<file path="config.mk">
export PLATFORM = sky130hd
export DESIGN_NAME = uart_tx_sched
export DESIGN_NICKNAME = d
export VERILOG_FILES = /design/src/rtl/uart_tx_sched.sv
export SDC_FILE = /design/constraint.sdc
export NUM_CORES = 1
export LEC_CHECK = 0
export ABC_AREA = 1
export CORE_MARGIN = 2
export CORE_UTILIZATION = 44
export CTS_CLUSTER_DIAMETER = 60
export CTS_CLUSTER_SIZE = 28
export DETAILED_ROUTE_END_ITERATION = 8
export GPL_ROUTABILITY_DRIVEN = 0
export PLACE_DENSITY = 0.85
export SYNTH_ARGS = -nofsm -noshare
export SYNTH_HDL_FRONTEND = slang
export SYNTH_SLANG_ARGS = --single-unit
export TNS_END_PERCENT = 5
</file>
<file path="constraint.sdc">
create_clock -name clk_i -period 1.45 [get_ports clk_i]
set_input_delay 0.29 -clock clk_i [delete_from_list [all_inputs] [get_ports clk_i]]
set_output_delay 0.29 -clock clk_i [all_outputs]
set_load 0.02 [all_outputs]
</file>
<file path="src/rtl/uart_tx_sched.sv">
// Round-robin scheduler that feeds bytes from NUM_REQ packet sources into one UART
// transmitter, locking the transmitter to one source per packet, with a byte-done watchdog.
module uart_tx_sched #(
    parameter int NUM_REQ     = 4,
    parameter int TIMEOUT_CYC = 65536
) (
    input  logic                       clk_i,
    input  logic                       rst_n_i,
    input  logic [NUM_REQ-1:0]         req_valid_i,
    input  logic [8*NUM_REQ-1:0]       req_data_i,
    input  logic [NUM_REQ-1:0]         req_last_i,
    output logic [NUM_REQ-1:0]         req_ready_o,
    output logic                       tx_en_o,
    output logic [7:0]                 tx_data_o,
    input  logic                       tx_busy_i,
    input  logic                       tx_send_byte_done_i,
    output logic [$clog2(NUM_REQ)-1:0] grant_o,
    output logic                       grant_valid_o,
    output logic                       timeout_err_o,
    output logic [15:0]                pkt_cnt_o
);
    localparam int GW   = $clog2(NUM_REQ);
    localparam int WD_W = $clog2(TIMEOUT_CYC);
    localparam logic [WD_W-1:0] WD_MAX   = WD_W'(TIMEOUT_CYC - 1);
    localparam logic [GW-1:0]   LAST_IDX = GW'(NUM_REQ - 1);

    typedef enum logic [1:0] {IDLE, SEND, WAIT} state_t;
    state_t state, state_nxt;

    logic [GW-1:0]   rr_ptr, pick, idx, grant_inc;
    logic            pick_hit, own_valid, own_last, last_flag;
    logic            xfer, done_last, abort;
    logic [7:0]      own_data;
    logic [WD_W-1:0] wd_cnt;

    // Scan downwards so the requester closest to rr_ptr is the last to be written.
    always_comb begin
        pick     = '0;
        pick_hit = 1'b0;
        idx      = '0;
        for (int i = NUM_REQ - 1; i >= 0; i--) begin
            idx = GW'((int'(rr_ptr) + i) % NUM_REQ);
            if (req_valid_i[idx]) begin
                pick     = idx;
                pick_hit = 1'b1;
            end
        end
    end

    assign own_valid = req_valid_i[grant_o];
    assign own_last  = req_last_i[grant_o];
    assign own_data  = req_data_i[{grant_o, 3'b000} +: 8];
    assign grant_inc = (grant_o == LAST_IDX) ? '0 : grant_o + 1'b1;

    always_comb begin
        state_nxt   = state;
        req_ready_o = '0;
        xfer        = 1'b0;
        done_last   = 1'b0;
        abort       = 1'b0;
        case (state)
            IDLE: begin
                if (pick_hit) state_nxt = SEND;
            end
            SEND: begin
                if (own_valid && !tx_busy_i) begin
                    xfer                 = 1'b1;
                    req_ready_o[grant_o] = 1'b1;
                    state_nxt            = WAIT;
                end
            end
            WAIT: begin
                // A done arriving on the final watchdog cycle still completes the byte.
                if (tx_send_byte_done_i) begin
                    done_last = last_flag;
                    state_nxt = last_flag ? IDLE : SEND;
                end else if (wd_cnt == WD_MAX) begin
                    abort     = 1'b1;
                    state_nxt = IDLE;
                end
            end
            default: state_nxt = IDLE;
        endcase
    end

    always_ff @(posedge clk_i or negedge rst_n_i) begin
        if (!rst_n_i) state <= IDLE;
        else          state <= state_nxt;
    end

    always_ff @(posedge clk_i or negedge rst_n_i) begin
        if (!rst_n_i) begin
            tx_en_o       <= 1'b0;
            tx_data_o     <= '0;
            grant_o       <= '0;
            grant_valid_o <= 1'b0;
            timeout_err_o <= 1'b0;
            pkt_cnt_o     <= '0;
            rr_ptr        <= '0;
            wd_cnt        <= '0;
            last_flag     <= 1'b0;
        end else begin
            tx_en_o       <= xfer;
            timeout_err_o <= abort;
            if (state == IDLE && pick_hit) begin
                grant_o       <= pick;
                grant_valid_o <= 1'b1;
            end
            if (xfer) begin
                tx_data_o <= own_data;
                last_flag <= own_last;
                wd_cnt    <= '0;
            end else if (state == WAIT) begin
                wd_cnt <= wd_cnt + 1'b1;
            end
            if (done_last) pkt_cnt_o <= pkt_cnt_o + 1'b1;
            if (done_last || abort) begin
                rr_ptr        <= grant_inc;
                grant_valid_o <= 1'b0;
            end
        end
    end
endmodule

</file>
# Word-level counts from Yosys, hierarchy flattened
# Cells that the tools add are included.
[word_totals]
mem_count = 0
ramBits = 0
wordCells = 81
ff_bits = 50
inputBits = 44
latchBits = 0
output_inout_bits = 33
romBits = 0
[classes]
reduce_logical = 9
n_mux = 42
eq_ne = 7
magnitude_cmp = 6
shift = 1
addsub = 6
n_bitwise = 0
div = 0
multipliers = 0
[op_table]
columns = ["operator", "count"]
rows = [
  ["adder 16 x 1 -> 16 bit (second input constant)", 2],
  ["2-to-1 mux 16 bit", 2],
  ["indexed part select 32 x 6 -> 8 bit", 1],
  ["2-to-1 mux 1 bit", 21],
  ["2-to-1 mux 2 bit", 9],
  ["== test 16 bit (second input constant)", 1],
  ["< comparator 2 x 3 -> 1 bit (second input constant)", 5],
  ["binary-select mux 1 bit (select 2 bit)", 6],
  ["2-to-1 mux 4 bit", 2],
  ["one-hot mux 2 bit (3 select lines)", 1],
  ["adder 2 x 1 -> 2 bit (second input constant)", 2],
  ["adder 2 bit (second input constant)", 2],
  ["== test 2 bit (second input constant)", 2],
  ["!= test 2 bit (second input constant)", 2],
  ["nonzero test 2 bit", 2],
  ["logical AND 1 bit", 3],
  ["!= test 3 bit (second input constant)", 1],
  ["AND reduction 3 bit", 1],
  ["demux 1 bit (select 2 bit)", 1],
  ["== test 2 x 1 -> 1 bit (second input constant)", 1],
  [">= comparator 2 x 1 -> 1 bit (second input constant)", 1],
  ["zero test 2 bit", 1],
  ["zero test 1 bit", 1],
  ["logical OR 1 bit", 1],
]

# Logic depth before layout (Yosys ltp)
[depth]
word_depth = 10
mapped_depth = 11
ltp_nobuf = 10

# Least setup slack after synthesis
# OpenSTA, ideal clock, no wires.
[synth_path]
path_kind = "register to output"
startpoint = "register grant_o[0]"
endpoint = "output req_ready_o[0]"
path_buffers = 1
stages_incl_launch_ff = 8
required_time_ps = 1160
arrival_time_ps = 1491
slack_ps = -331
path_cell_list = "dfrtp_1 > inv_1 > nand2_1 > nand3_1 > a21oi_1 > nand2_1 > buf_2 > nor2_1"
[synth_via]
elab_chain_cells = 6
word_cells_on_any_way = 10
classes_between = "2 x order compare; 6 x mux; 2 x reduce/logical"
[synth_lines]
columns = ["element", "line_no", "rtl"]
rows = [
  ["start, declared", "17", "output logic [$clog2(NUM_REQ)-1:0] grant_o,"],
  ["start signal, assigned", "106", "grant_o <= pick;"],
  ["< comparator 2 x 3 -> 1 bit (implied by the code) or >= comparator 2 x 1 -> 1 bit (tied branches)", "68", "req_ready_o[grant_o] = 1'b1;"],
  ["logical AND 1 bit (implied by the code)", "68", ""],
  ["2-to-1 mux 1 bit (implied by the code)", "68", ""],
  ["demux 1 bit (select 2 bit)", "68", ""],
  ["2-to-1 mux 4 bit (*)", "66", "if (own_valid && !tx_busy_i) begin"],
  ["2-to-1 mux 4 bit (*)", "61", "case (state)"],
  ["end, declared", "12", "output logic [NUM_REQ-1:0] req_ready_o,"],
]
# Every way passes the cells marked *; elsewhere a longest branch is shown, timed or not. The select of a mux whose other input is x is not followed.

# Worst setup path in the final report
[layout_path]
startpoint = "register grant_o[0]"
endpoint = "output req_ready_o[3]"
# The elaborated chain is that of the path after synthesis.

==> results list <==
- Final Skew: 0.002401 ns
- Of the cells placed in the final design, the portion with a size suffix greater than 1 is 0.1739.
* Worst path cell trace: inv_2 -> nand2_2 -> nand3_2 -> a21oi_2 -> nand2_1 -> buf_6 -> nor2_4 -> buf_6
- The net count of the finished layout is 555.
- Dominant delay contributor by cell family on the critical path: flip-flops
* Post-synth EDFFs: 0
* Cell at the root of the clock tree: sky130_fd_sc_hd__clkbuf_8
- DR pass1 iterations: 4
- The H-tree was split into 2 levels.
- First-pass GRT wire length: 13140 um
- Count of unique library cells instantiated by Yosys: 34
* WL final: 7951 um
- Measured against the total synthesized area, the mux share comes to 0.003831.
- Static leakage: between 2 and 2.5 nW
- Subtracting the final worst setup slack from the clock period gives between 1.5 and 2 ns.
- The share of total power dissipated in the clock network is 0.148.
- Dividing the detail-routed via count by the number of cells gives around 5.3.
- Element type at the critical path start: register
- In this run the tightest slew margin relative to its limit is 0.7987.
- Counting every net in the synthesized netlist gives 444.
- Sorting the synthesized cells by how often they occur yields sky130_fd_sc_hd__nand2_1 (115), sky130_fd_sc_hd__dfrtp_1 (50), sky130_fd_sc_hd__nor2_1 (46).
- Setup violations remaining at the end of the flow were counted as 33.
- The final reports fail on negative setup slack.
* Clock insertion delay at the later pin of the skew report: 0.30 ns
- The largest single stage delay on the critical path is 0.45 ns.
* Basic-gate share of the synthesized area counting and, or, nand and nor cells: 0.3529
* Part of the total power dissipated in combinational logic: 0.496
- Dominant combinational cell family by area after synthesis: simple AND/OR/NAND/NOR gates
- The synthesized design contains 50 register bits.
* Crit path setup slack, layout: -0.4218 ns
- Area of all placed cells without fillers: between 4000 and 5000 sq um
* Required time worst endpoint: 1.16 ns
* Port buffer count: 76
- Clock net sink count: 50
- Static timing analysis puts the maximum clock frequency at about 0.53 GHz.
* Arithmetic-cell share of the synthesized area counting full adders, half adders and majority gates: 0.02554
- Pins Over Slew Limit: 0
* Worst slack at placement: -0.9385 ns
- The flow ran to the end, but the final reports show violations.
* Die width: ~86 um
* Final period util: 1.291
- Synth Area in Compound Gates: 0.08727
- In this run the vertical extent of the chip is 85.73 um.
- In the final routed layout, each cell accounts on average for about 14 um.
- Number of buffers and inverters on the critical path: 3
* Placement Cell Area: 4030 sq um
* Die ar.: 7350 sq um
- Cell internal power dissipation: 3.266 mW
- Of the post-synthesis cell area, the dominant cell type holds 0.4257.
- Final Instance Count excl. Fillers: approximately 600
* CTS tree: done
- The number of global-route vias before repair is 3007.
* Mapped Cells: 394
* Max clock buf depth: 2
- Summed over all nets, the half-perimeter wirelength after detailed placement is around 5700 um.
- Across every metal layer, demand over resource in global routing totals 0.2207.
- The mapped netlist covers just under 3000 sq um.
- Sequential group share of total power: 0.357
* Via count: 3064
* Count of unresolved DRC violations after routing: 0
* Post-synthesis sequential area ratio: 0.4257
- Data arrives at the worst endpoint at 1.58 ns.
* Synth Area in XOR/XNOR: 0.04129
- Clock-pin slew was measured on the worst setup and hold paths at 0.09 ns.
* Share of the core filled with cells in the final layout: 0.6536
- For this run, the leading register cell type out of synthesis is sky130_fd_sc_hd__dfrtp_1.
- After floorplanning, the core was sized to cover 6422 sq um.
- The number of antenna violations at the first check in global routing was 0.
- RSZ-0062 raised after global routing: yes
- The synthesized design spends more area on one cell type than any other, namely sky130_fd_sc_hd__dfrtp_1.
- A synthesized cell averages around 7.5 sq um.
- TritonCTS created 5 clock buffers.
- Final hold violation count: 0
- Total power divided by cell area: 1342 nW/um^2
- Dpl cells: 568
- Of the total power, the share spent switching nets is 0.4204.
- Number of antenna diodes: 0
- Entering global routing, the biggest net connects 51 pins.
- Ranking of synthesized cells by area: sky130_fd_sc_hd__dfrtp_1 (43%), sky130_fd_sc_hd__nand2_1 (15%), sky130_fd_sc_hd__nand3_1 (7.5%)
- Biggest fanout along the worst timing path: 7
- Post-synthesis to final-layout area growth: 42.83%
- Measured slew at the worst slew-check pin: 0.2997 ns
- Num ports: 77
- The most common cell in the synthesized netlist is sky130_fd_sc_hd__nand2_1.
* Initial standard-cell utilization of the core: 0.4576
* Most repeated library cell on the critical path: sky130_fd_sc_hd__buf_6
- Grt total ovfl: 0
* Max IR drop VDD: between 0.0008 and 0.0009 V
* Count of routing violations after the opening detailed-route iteration: 193
* Slowest library cell on the worst path: sky130_fd_sc_hd__dfrtp_2
- For this run, asynchronously set or reset flops after synthesis account for 1.000.
- Synth warn: 0
- Number of rows in the core area: 29
- The critical path is of the register to primary output type.
- The detail route stage leaves a number of antenna-violating nets equal to 0.
* Reported net switching power: 2.369 mW
* Worst Hold Class: register to register
- The worst setup path is captured at a primary output.
- The tool flagged a number of max-cap violations equal to 0.
[power by group through the flow]
| stage | registers (mW) | clock network (mW) | logic, mW |
|---|---|---|---|
| after floorplan | 2.16 | 0 | 1.43 |
| after global placement | 2.01 | 0 | 2.66 |
| after detailed placement | 2.02 | 0 | 2.74 |
| after CTS | 1.99 | 0.844 | 2.73 |
| after global routing | 2.05 | 0.897 | 3.09 |
| final | 2.01 | 0.832 | 2.79 |
[path summary, 6_finish.rpt]
| path | start | endpoint | slack [ns] | depth (start not counted) |
|---|---|---|---|---|
| setup reg to reg | grant_o[0] | state[0] | -0.23 | 10 |
| min in group asynchronous | rst_n_i | wd_cnt[12] | 0.51 | 3 |
| max in group asynchronous | rst_n_i | grant_o[1] | 0.71 | 3 |
| setup / recovery | grant_o[0] | req_ready_o[3] | -0.42 | 8 |
| hold reg to reg | pkt_cnt_o[15] | pkt_cnt_o[15] | 0.48 | 1 |
| hold / removal | pkt_cnt_o[15] | pkt_cnt_o[15] | 0.48 | 1 |
[cell families (layout without fill, tap and decap cells)]
group	count (synthesis)	in the layout
xor+xnor	13	13
fa+ha+maj	6	6
simple gates	230	230
buf+inv	47	159
flops	50	50
mux	1	1
compound gates	47	47
[cells in the final DEF, fill, tap and decap left out, types with 2 or more instances in the layout]
| cell type | netlist | final |
|---|---|---|
| sky130_fd_sc_hd__dfrtp_1 | 50 | 47 |
| sky130_fd_sc_hd__clkinv_2 | 1 | 2 |
| sky130_fd_sc_hd__nand2_2 | 2 | 5 |
| sky130_fd_sc_hd__o21bai_1 | 2 | 2 |
| sky130_fd_sc_hd__o22ai_1 | 9 | 9 |
| sky130_fd_sc_hd__nand4_1 | 9 | 9 |
| sky130_fd_sc_hd__nor2_4 | 2 | 8 |
| sky130_fd_sc_hd__nor2_1 | 46 | 38 |
| sky130_fd_sc_hd__nand2_1 | 115 | 112 |
| sky130_fd_sc_hd__inv_1 | 32 | 30 |
| sky130_fd_sc_hd__buf_4 | 0 | 37 |
| sky130_fd_sc_hd__nand3_1 | 44 | 42 |
| sky130_fd_sc_hd__o21ai_0 | 27 | 27 |
| sky130_fd_sc_hd__buf_6 | 0 | 5 |
| sky130_fd_sc_hd__xor2_1 | 6 | 6 |
| sky130_fd_sc_hd__dlygate4sd2_1 | 0 | 31 |
| sky130_fd_sc_hd__nand3b_1 | 2 | 2 |
| sky130_fd_sc_hd__o21ai_1 | 2 | 2 |
| sky130_fd_sc_hd__clkbuf_8 | 0 | 6 |
| sky130_fd_sc_hd__nor2_2 | 1 | 3 |
| sky130_fd_sc_hd__buf_2 | 7 | 2 |
| sky130_fd_sc_hd__clkdlybuf4s50_1 | 0 | 39 |
| sky130_fd_sc_hd__inv_2 | 1 | 3 |
| sky130_fd_sc_hd__xnor2_1 | 6 | 6 |
| sky130_fd_sc_hd__dfrtp_2 | 0 | 3 |
| sky130_fd_sc_hd__nand3_4 | 2 | 2 |
| sky130_fd_sc_hd__ha_1 | 6 | 6 |
| sky130_fd_sc_hd__a21oi_1 | 5 | 4 |
| sky130_fd_sc_hd__nor3_1 | 2 | 2 |
| sky130_fd_sc_hd__nand3_2 | 0 | 2 |
[through the flow]
stage / TNS, ns / total power [mW] / hold WS, ns
after CTS: -2.920 / 5.568 / 0.4812
after global placement: -18.51 / 4.664 / 0.2990
final: -4.131 / 5.635 / 0.4811
after floorplan: -0.3237 / 3.589 / -0.005591
after global routing: -8.114 / 6.036 / 0.5053
after detailed placement: -20.47 / 4.759 / 0.3005
[layout make-up]
class                   count  area, sq um
well taps                  77        96.34
inverters                  35        137.6
repair buffers            116         1036
fillers                   531         2225
flip-flops and latches     50         1255
multi-input cells         297         1582
clock inverters             1        5.005
clock buffers               7        86.33
[state kept, by name (all words and copies together) (netlist names)]
| register | cells |
|---|---|
| pkt_cnt_o | 16 |
| wd_cnt | 16 |
| tx_data_o | 8 |
| grant_o | 2 |
| rr_ptr | 2 |
| state | 2 |
| grant_valid_o | 1 |
| last_flag | 1 |
| timeout_err_o | 1 |
| tx_en_o | 1 |
[metal layers]
metal	wire length (um)	GRT usage	vias to the layer above
li1	-	-	1500
met2	4040	0.3949	87
met3	314	0.03850	17
met5	0	0	-
met4	165	0.07215	0
met1	3431	0.2695	1460
[what timing repair did]
item | CTS | global route
endpoints found under the setup margin | 66 | 48
setup buffers | 6 | 0
pin swaps | 4 | 3
hold buffers | 1 | 0
endpoints found under the hold margin | 50 | 0
cloned | 0 | 0
resized for setup | 65 | 14
No activity file was read; power rests on OpenSTA's default activity.
